--- config.mk ---
export PLATFORM = sky130hd
export DESIGN_NAME = mc_ctrl_flat
export DESIGN_NICKNAME = d
export VERILOG_FILES = /design/src/rtl/mc_ctrl_if.sv /design/src/rtl/mc_ctrl.sv /design/src/flat_wrapper.sv
export SDC_FILE = /design/constraint.sdc
export NUM_CORES = 1
export LEC_CHECK = 0
export BUFFER_PORTS_ARGS = -buffer_cell sky130_fd_sc_hd__buf_2
export CORE_ASPECT_RATIO = 0.8
export CORE_MARGIN = 5
export CORE_UTILIZATION = 52
export CTS_CLUSTER_DIAMETER = 60
export DETAILED_ROUTE_END_ITERATION = 10
export PLACE_DENSITY_LB_ADDON = 0.3
export SLEW_MARGIN = 20
export SYNTH_ARGS = -nofsm -noshare
export SYNTH_HDL_FRONTEND = slang
export SYNTH_SLANG_ARGS = --single-unit
--- constraint.sdc ---
create_clock -name clk -period 2.7 [get_ports clk]
set_input_delay 0.27 -clock clk [delete_from_list [all_inputs] [get_ports clk]]
set_output_delay 0.27 -clock clk [all_outputs]
set_load 0.005 [all_outputs]
--- src/rtl/mc_ctrl_if.sv ---
`default_nettype none
// +----------------------------------------------------------------------------+
// | mc_ctrl_if : sequencer <-> datapath/DRAM handshake and control bundle       |
// | Revision   : 1.0                                                            |
// +----------------------------------------------------------------------------+
interface mc_ctrl_if;
  logic [31:0] inst;
  logic        halt;
  logic        br_taken;
  logic        mem_ack;

  logic        ir_we;
  logic        pc_we;
  logic [1:0]  npc_op;
  logic        rf_we;
  logic [1:0]  rf_wsel;
  logic [2:0]  sext_op;
  logic        mem_req;
  logic        mem_we;
  logic        illegal;
  logic        bus_err;
  logic [31:0] instret;

  modport master (
    output inst, halt, br_taken, mem_ack,
    input  ir_we, pc_we, npc_op, rf_we, rf_wsel, sext_op,
    input  mem_req, mem_we, illegal, bus_err, instret
  );

  modport slave (
    input  inst, halt, br_taken, mem_ack,
    output ir_we, pc_we, npc_op, rf_we, rf_wsel, sext_op,
    output mem_req, mem_we, illegal, bus_err, instret
  );
endinterface
`default_nettype wire

--- src/rtl/mc_ctrl.sv ---
`default_nettype none
// +----------------------------------------------------------------------------+
// | mc_ctrl  : multi-cycle FETCH/DECODE/EXEC/MEM/WB control sequencer           |
// | Revision : 1.0                                                              |
// +----------------------------------------------------------------------------+
module mc_ctrl #(
  parameter int unsigned MEM_TIMEOUT = 16
) (
  input  logic       clk,
  input  logic       rst,
  mc_ctrl_if.slave   bus
);

  localparam logic [6:0] OP_R      = 7'b0110011;
  localparam logic [6:0] OP_IALU   = 7'b0010011;
  localparam logic [6:0] OP_LOAD   = 7'b0000011;
  localparam logic [6:0] OP_STORE  = 7'b0100011;
  localparam logic [6:0] OP_BRANCH = 7'b1100011;
  localparam logic [6:0] OP_JAL    = 7'b1101111;
  localparam logic [6:0] OP_JALR   = 7'b1100111;
  localparam logic [6:0] OP_LUI    = 7'b0110111;

  localparam logic [1:0] NPC_SEQ  = 2'd0;
  localparam logic [1:0] NPC_BR   = 2'd1;
  localparam logic [1:0] NPC_JAL  = 2'd2;
  localparam logic [1:0] NPC_JALR = 2'd3;

  localparam logic [1:0] WSEL_ALU = 2'd0;
  localparam logic [1:0] WSEL_PC4 = 2'd1;
  localparam logic [1:0] WSEL_EXT = 2'd2;
  localparam logic [1:0] WSEL_MEM = 2'd3;

  localparam logic [2:0] SEXT_I = 3'd0;
  localparam logic [2:0] SEXT_S = 3'd1;
  localparam logic [2:0] SEXT_B = 3'd2;
  localparam logic [2:0] SEXT_U = 3'd3;
  localparam logic [2:0] SEXT_J = 3'd4;

  localparam logic [7:0] TIMEOUT_LAST = 8'(MEM_TIMEOUT - 1);

  typedef enum logic [2:0] {
    S_FETCH  = 3'd0,
    S_DECODE = 3'd1,
    S_EXEC   = 3'd2,
    S_MEM    = 3'd3,
    S_WB     = 3'd4
  } state_t;

  state_t      state;
  state_t      next_state;
  logic [7:0]  wait_cnt;
  logic [31:0] instret_q;

  logic [6:0]  opcode;
  logic        is_r, is_ialu, is_load, is_store, is_branch, is_jal, is_jalr, is_lui;
  logic        is_legal;
  logic        unused_inst_bits;

  logic        ir_we_c, pc_we_c, rf_we_c, mem_req_c, mem_we_c, illegal_c, bus_err_c;
  logic [1:0]  npc_op_c, rf_wsel_c;
  logic [2:0]  sext_op_c;

  assign opcode           = bus.inst[6:0];
  assign unused_inst_bits = ^bus.inst[31:7];

  assign is_r      = (opcode == OP_R);
  assign is_ialu   = (opcode == OP_IALU);
  assign is_load   = (opcode == OP_LOAD);
  assign is_store  = (opcode == OP_STORE);
  assign is_branch = (opcode == OP_BRANCH);
  assign is_jal    = (opcode == OP_JAL);
  assign is_jalr   = (opcode == OP_JALR);
  assign is_lui    = (opcode == OP_LUI);
  assign is_legal  = is_r | is_ialu | is_load | is_store | is_branch | is_jal | is_jalr | is_lui;

  always_comb begin
    sext_op_c = SEXT_I;
    if (is_store)       sext_op_c = SEXT_S;
    else if (is_branch) sext_op_c = SEXT_B;
    else if (is_lui)    sext_op_c = SEXT_U;
    else if (is_jal)    sext_op_c = SEXT_J;
  end

  always_comb begin
    next_state = state;
    ir_we_c    = 1'b0;
    pc_we_c    = 1'b0;
    npc_op_c   = NPC_SEQ;
    rf_we_c    = 1'b0;
    rf_wsel_c  = WSEL_ALU;
    mem_req_c  = 1'b0;
    mem_we_c   = 1'b0;
    illegal_c  = 1'b0;
    bus_err_c  = 1'b0;

    case (state)
      S_FETCH: begin
        if (!bus.halt) begin
          ir_we_c    = 1'b1;
          next_state = S_DECODE;
        end
      end

      S_DECODE: begin
        if (!is_legal) begin
          illegal_c  = 1'b1;
          pc_we_c    = 1'b1;
          next_state = S_FETCH;
        end else begin
          next_state = S_EXEC;
        end
      end

      S_EXEC: begin
        if (is_branch) begin
          pc_we_c    = 1'b1;
          npc_op_c   = bus.br_taken ? NPC_BR : NPC_SEQ;
          next_state = S_FETCH;
        end else if (is_load || is_store) begin
          next_state = S_MEM;
        end else begin
          next_state = S_WB;
        end
      end

      // Ack takes priority over a timeout landing in the same cycle.
      S_MEM: begin
        mem_req_c = 1'b1;
        mem_we_c  = is_store;
        if (bus.mem_ack) begin
          if (is_store) begin
            pc_we_c    = 1'b1;
            next_state = S_FETCH;
          end else begin
            next_state = S_WB;
          end
        end else if (wait_cnt == TIMEOUT_LAST) begin
          bus_err_c  = 1'b1;
          pc_we_c    = 1'b1;
          next_state = S_FETCH;
        end
      end

      S_WB: begin
        rf_we_c = 1'b1;
        pc_we_c = 1'b1;
        if (is_jal || is_jalr) rf_wsel_c = WSEL_PC4;
        else if (is_lui)       rf_wsel_c = WSEL_EXT;
        else if (is_load)      rf_wsel_c = WSEL_MEM;
        if (is_jal)            npc_op_c  = NPC_JAL;
        else if (is_jalr)      npc_op_c  = NPC_JALR;
        next_state = S_FETCH;
      end

      default: next_state = S_FETCH;
    endcase
  end

  always_ff @(posedge clk) begin
    if (rst) begin
      state     <= S_FETCH;
      wait_cnt  <= 8'd0;
      instret_q <= 32'd0;
    end else begin
      state <= next_state;
      if (state == S_MEM && next_state == S_MEM) wait_cnt <= wait_cnt + 8'd1;
      else                                       wait_cnt <= 8'd0;
      if (pc_we_c) instret_q <= instret_q + 32'd1;
    end
  end

  // Reset masks every output in the same cycle so no DRAM request leaks out.
  assign bus.ir_we   = ir_we_c   & ~rst;
  assign bus.pc_we   = pc_we_c   & ~rst;
  assign bus.rf_we   = rf_we_c   & ~rst;
  assign bus.mem_req = mem_req_c & ~rst;
  assign bus.mem_we  = mem_we_c  & ~rst;
  assign bus.illegal = illegal_c & ~rst;
  assign bus.bus_err = bus_err_c & ~rst;
  assign bus.npc_op  = rst ? 2'd0  : npc_op_c;
  assign bus.rf_wsel = rst ? 2'd0  : rf_wsel_c;
  assign bus.sext_op = rst ? 3'd0  : sext_op_c;
  assign bus.instret = rst ? 32'd0 : instret_q;

endmodule
`default_nettype wire

--- src/flat_wrapper.sv ---
// flat-port wrapper written by rule: the top's interface ports become plain ports
module mc_ctrl_flat 
#(
  parameter int unsigned MEM_TIMEOUT = 16
)
  (clk, rst, bus_inst, bus_halt, bus_br_taken, bus_mem_ack, bus_ir_we, bus_pc_we, bus_npc_op, bus_rf_we, bus_rf_wsel, bus_sext_op, bus_mem_req, bus_mem_we, bus_illegal, bus_bus_err, bus_instret);
  mc_ctrl_if bus_i ();
  input  logic clk;
  input  logic rst;
  input wire logic [$bits(bus_i.inst)-1:0] bus_inst;
  input wire logic [$bits(bus_i.halt)-1:0] bus_halt;
  input wire logic [$bits(bus_i.br_taken)-1:0] bus_br_taken;
  input wire logic [$bits(bus_i.mem_ack)-1:0] bus_mem_ack;
  output wire logic [$bits(bus_i.ir_we)-1:0] bus_ir_we;
  output wire logic [$bits(bus_i.pc_we)-1:0] bus_pc_we;
  output wire logic [$bits(bus_i.npc_op)-1:0] bus_npc_op;
  output wire logic [$bits(bus_i.rf_we)-1:0] bus_rf_we;
  output wire logic [$bits(bus_i.rf_wsel)-1:0] bus_rf_wsel;
  output wire logic [$bits(bus_i.sext_op)-1:0] bus_sext_op;
  output wire logic [$bits(bus_i.mem_req)-1:0] bus_mem_req;
  output wire logic [$bits(bus_i.mem_we)-1:0] bus_mem_we;
  output wire logic [$bits(bus_i.illegal)-1:0] bus_illegal;
  output wire logic [$bits(bus_i.bus_err)-1:0] bus_bus_err;
  output wire logic [$bits(bus_i.instret)-1:0] bus_instret;
  assign bus_i.inst = bus_inst;
  assign bus_i.halt = bus_halt;
  assign bus_i.br_taken = bus_br_taken;
  assign bus_i.mem_ack = bus_mem_ack;
  assign bus_ir_we = bus_i.ir_we;
  assign bus_pc_we = bus_i.pc_we;
  assign bus_npc_op = bus_i.npc_op;
  assign bus_rf_we = bus_i.rf_we;
  assign bus_rf_wsel = bus_i.rf_wsel;
  assign bus_sext_op = bus_i.sext_op;
  assign bus_mem_req = bus_i.mem_req;
  assign bus_mem_we = bus_i.mem_we;
  assign bus_illegal = bus_i.illegal;
  assign bus_bus_err = bus_i.bus_err;
  assign bus_instret = bus_i.instret;
  mc_ctrl #(.MEM_TIMEOUT(MEM_TIMEOUT)) u_core (.clk(clk), .rst(rst), .bus(bus_i));
endmodule
Yosys cells after proc, flatten, opt, wreduce, memory -nomap -nowiden
Index checks and enable logic that the tools add are counted.
- output and inout bits: 46
- input port bits: 37
- word-level logic and storage cells: 79
- flip-flop bits (word level): 43
- equality and inequality tests: 14
- reduce and logical (&&, ||, !) cells: 5
- add/sub/neg operators: 2
- multiplexer cells: 39
- bitwise logic cells: 16
- operators with widths (operator ; count):
    3-bit two-way mux ; 11
    32-bit by 1-bit adder with 32-bit output, second input constant ; 1
    32-bit two-way mux ; 1
    7-bit by 6-bit equality test with 1-bit output, second input constant ; 3
    7-bit equality test, second input constant ; 3
    2-bit two-way mux ; 10
    1-bit two-way mux ; 14
    3-bit case mux with 4 select lines ; 1
    3-bit by 2-bit equality test with 1-bit output, second input constant ; 3
    8-bit by 1-bit adder with 8-bit output, second input constant ; 1
    8-bit by 4-bit equality test with 1-bit output, second input constant ; 1
    1-bit AND ; 7
    7-bit by 2-bit equality test with 1-bit output, second input constant ; 1
    7-bit by 5-bit equality test with 1-bit output, second input constant ; 1
    1-bit bitwise OR ; 7
    1-bit case mux with 4 select lines ; 1
    2-bit case mux with 2 select lines ; 1
    3-bit by 1-bit equality test with 1-bit output, second input constant ; 1
    3-bit equality test, second input constant ; 1
    3-bit logical NOT ; 1
    1-bit logical OR ; 2
    1-bit inverter ; 2
    2-bit OR reduction ; 1
    1-bit logical AND ; 1

Logic depth before layout (Yosys ltp)
- word-level depth: 14
- mapped depth: 8
- gate-level depth less buffers: 6

Worst setup path after synthesis
No wires, ideal clock.
- path kind: reg2reg
- from: reg u_core.state[0]
- to: reg u_core.instret_q[5]
- stages on the path, launching flop included: 8
- period minus slack after synthesis: 2.426 ns
- path slack: 0.274 ns
- library setup time: 0.121 ns
- buffers on the path: 2
- data required time: 2.579 ns
- arrival: 2.306 ns
- cells stage by stage: dfxtp_1 -> or4_1 -> or4_4 -> and4_4 -> buf_6 -> buf_6 -> a211oi_2 -> mux2_2
- cells in the longest elaborated chain, start to end: 2
- elaborated cells between the ends (all ways): 5
- those cells by class: eq/ne: 4; mux: 1
- ends and longest elaborated chain (element ; RTL line ; RTL):
    start: declaration ; mc_ctrl.sv:49 ; state_t state;
    start signal: assignment ; mc_ctrl.sv:165 ; state <= next_state;
    3-bit equality test (tied with other cells) ; mc_ctrl.sv:96 ; case (state)
    1-bit case mux with 4 select lines (*) ; mc_ctrl.sv:96 ;
    end signal: assignment ; mc_ctrl.sv:168 ; if (pc_we_c) instret_q <= instret_q + 32'd1;
    end: declaration ; mc_ctrl.sv:52 ; logic [31:0] instret_q;
Every way passes the cells marked *; elsewhere a longest branch is shown, timed or not.
A chain may end at the register's enable or synchronous reset.

Worst setup path in the final report
- from: reg u_core.state[0]
- to: reg u_core.instret_q[21]
The elaborated chain is that of the path after synthesis.

==> flow_summary.json <==
{
  "root_buffer": "clkbuf_8",
  "grt_pass1_wl_microns": 10100,
  "diodes": 0,
  "ys_async_sr_fraction_pct": 0,
  "critPathKind": "reg2reg",
  "syn_area_sq_um": 2700,
  "netlist.area_leader.share_pct": 31.9,
  "placed_cell_area_sq_um": 3050,
  "first_iter_violations": 255,
  "grt_usage_pct": 17.9,
  "fmax_mhz": 380,
  "cts-resized-gates": 0,
  "start_util_pct": 53.8,
  "syn_area_per_cell_sq_um": 8.19,
  "cts_tree": "done",
  "min_to": "u_core.state[0]$_SDFF_PP0_",
  "synth-edff-count": 0,
  "drc_errors": 0,
  "min_period_ps": 2630,
  "min_from": "bus_halt",
  "grt_overflow": 0,
  "place_congestion": 0.810,
  "syn_nets": 368,
  "cts_buffers": 5,
  "post-route-util_pct": 64.0,
  "status": "finished, final reports clean",
  "clk_pin_slew_worst_paths_ps": 90,
  "synthToLayoutAreaGrowth_pct": 18.8,
  "final_cell_mix": "57 x buf_2, 56 x nor2_1, 43 x dfxtp_1, 33 x nor2b_1, 25 x a21oi_1",
  "power_leakage_nw": 1.33,
  "synth_area_leaders": "dfxtp_1 32%, nor2_1 7.8%, nor2b_1 7.7%",
  "fp.coreArea_sq_um": 5010,
  "synth_ff_type": "dfxtp_1",
  "vias": 2559,
  "power_mw": 1.18,
  "ant_nets": 0,
  "wl_microns": 6470,
  "setup_viol": 0,
  "wl_per_cell_microns": 14.3,
  "max-slew-margin-rel_pct": 64.3,
  "power-per-cell-area_nw_per_um2": 367,
  "cap_viol_max_count": 0,
  "dr.pass1.iters": 6,
  "rr_startpoint": "u_core.state[0]$_SDFF_PP0_",
  "hold_violations": 0,
  "pin_count": 83,
  "place.port_buffers": 57,
  "ir_drop_mv": 0.256,
  "yosysTopAreaCell": "dfxtp_1",
  "final_common_cell": "buf_2",
  "grt_pass1_vias": 2219,
  "arrival_ps": 2820,
  "reg2reg_slack_ps": 70,
  "grt_max_degree": 45,
  "period_share_pct": 97.3,
  "r2r_end": "u_core.instret_q[21]$_SDFFE_PP0P_",
  "die_h_microns": 74.4,
  "clk_latency_ps": 300,
  "ys_warn_count": 0,
  "finClkSkew_ps": 8.39,
  "hold_path_class": "in2reg",
  "layout.cells.non_filler": 453,
  "design_area_sq_um": 3200,
  "startpoint_type": "flop",
  "drive_gt1_share_pct": 29.2,
  "final_max_slew_viol_count": 0,
  "hpwlAfterDp_microns": 4420,
  "dieArea_sq_um": 6730,
  "clockBufferDepth": 2,
  "nets": 429,
  "critPathMaxFanout": 10,
  "clkSinkCount": 43,
  "dp_cells": 438,
  "routed_via_density": 5.65,
  "rows": 23,
  "critPathRequiredTime_ps": 2890,
  "synthDistinctLibCells": 42,
  "syn_inst": 329,
  "antenna_found_initial": 0,
  "synth_seq_area_share_pct": 31.9,
  "whs_path_depth": 3,
  "cts-htree-levels": 2,
  "yosys_register_bits": 43,
  "setup_tns_ps": 0,
  "end_kind": "flop",
  "die_w_microns": 90.5,
  "tightest_slew_ps": 535,
  "rr_worst_depth": 6
}
==> state kept, by name (all words and copies together), names as in the netlist <==
name / count
u_core.instret_q: 32
u_core.state: 3
u_core.wait_cnt: 8
==> per-layer routing <==
metal / wire [microns] / GRT usage [%] / vias to the layer above / share of wire, %
li1: - / - / 1296 / -
met1: 3000 / 23.4 / 1168 / 46
met2: 2910 / 29.8 / 84 / 45
met3: 446 / 4.35 / 11 / 6.9
met4: 108 / 5.45 / 0 / 1.7
met5: 0 / 0 / - / 0
==> area by class of cell <==
type | count | area, sq um
Clock buffer | 6 | 82.6
Clock inverter | 2 | 16.3
Fill cell | 444 | 1800
Inverter | 4 | 15.0
Multi-Input combinational cell | 264 | 1740
Sequential cell | 43 | 861
Tap cell | 62 | 77.6
Timing Repair Buffer | 72 | 410
==> synth_stat cells (3+ instances only) <==
cell type   n
nand2b_1    3
nand4_1    13
clkbuf_1   12
buf_2       5
nor2_1     56
mux2_2     16
nand2_1    18
a21oi_1    25
xnor2_1     4
mux2_1     14
a211oi_2    9
inv_1       4
and3_1      6
or3_1       5
nand3_1    19
dfxtp_1    43
or2_2       3
nor2b_1    33
nor3_1      5
or4_1       3
==> how the worst max path moves through the flow <==
| stage | start | endpoint | slack, ps | cells past startpoint |
|---|---|---|---|---|
| 3_3_place_gp | bus_inst[3] | u_core.instret_q[12]$_SDFFE_PP0P_ | 140 | 6 |
| 5_1_grt | u_core.state[0]$_SDFF_PP0_ | bus_pc_we | -6 | 5 |
| 6_report | u_core.state[0]$_SDFF_PP0_ | u_core.instret_q[21]$_SDFFE_PP0P_ | 70 | 6 |
| 2_1_floorplan | u_core.state[0]$_SDFF_PP0_ | u_core.instret_q[5]$_SDFFE_PP0P_ | 270 | 7 |
| 3_5_place_dp | bus_inst[3] | u_core.instret_q[31]$_SDFFE_PP0P_ | 120 | 6 |
| 4_1_cts | u_core.state[0]$_SDFF_PP0_ | bus_pc_we | 70 | 5 |
==> report_power, final <==
| part | total (mW) | internal, mW | switching [mW] | leakage [nW] |
|---|---|---|---|---|
| Clock | 0.446 | 0.209 | 0.237 | 0.0474 |
| Sequential | 0.640 | 0.636 | 0.00341 | 0.347 |
| Combinational | 0.0905 | 0.0335 | 0.0571 | 0.936 |
| Total | 1.18 | 0.879 | 0.298 | 1.33 |
==> stage by stage <==
step / setup slack, ps / hold WS (ps)
floorplan: 274 / 418
global placement: 143 / 435
detailed placement: 117 / 448
CTS: 70.8 / 246
global route: -5.50 / 262
finish: 71.8 / 254
==> worst max-delay path, cell delays in order (launching register included) <==
cell and delay (ps):
dfxtp_1 360, or4_1 560, or4_4 550, and4_4 270, buf_4 190, a211oi_2 250
mux2_1 340
==> logic make-up after synthesis <==
family | Yosys count | synth area share [%]
AOI/OAI and AO/OA | 46 | 13.6
xor gates and xnor gates | 6 | 1.95
adders and majority gates | 2 | 0.928
buffers and inverters | 23 | 3.99
DFF | 43 | 31.9
muxes | 30 | 12.5
and+or+nand+nor | 179 | 35.1
==> timing repair <==
item                       4_1_cts  5_1_grt
hold buffers                     0        0
setup buffers                    0        6
setup endpoints to repair        0        1
Note: power is estimated with default switching activity, not from simulation.
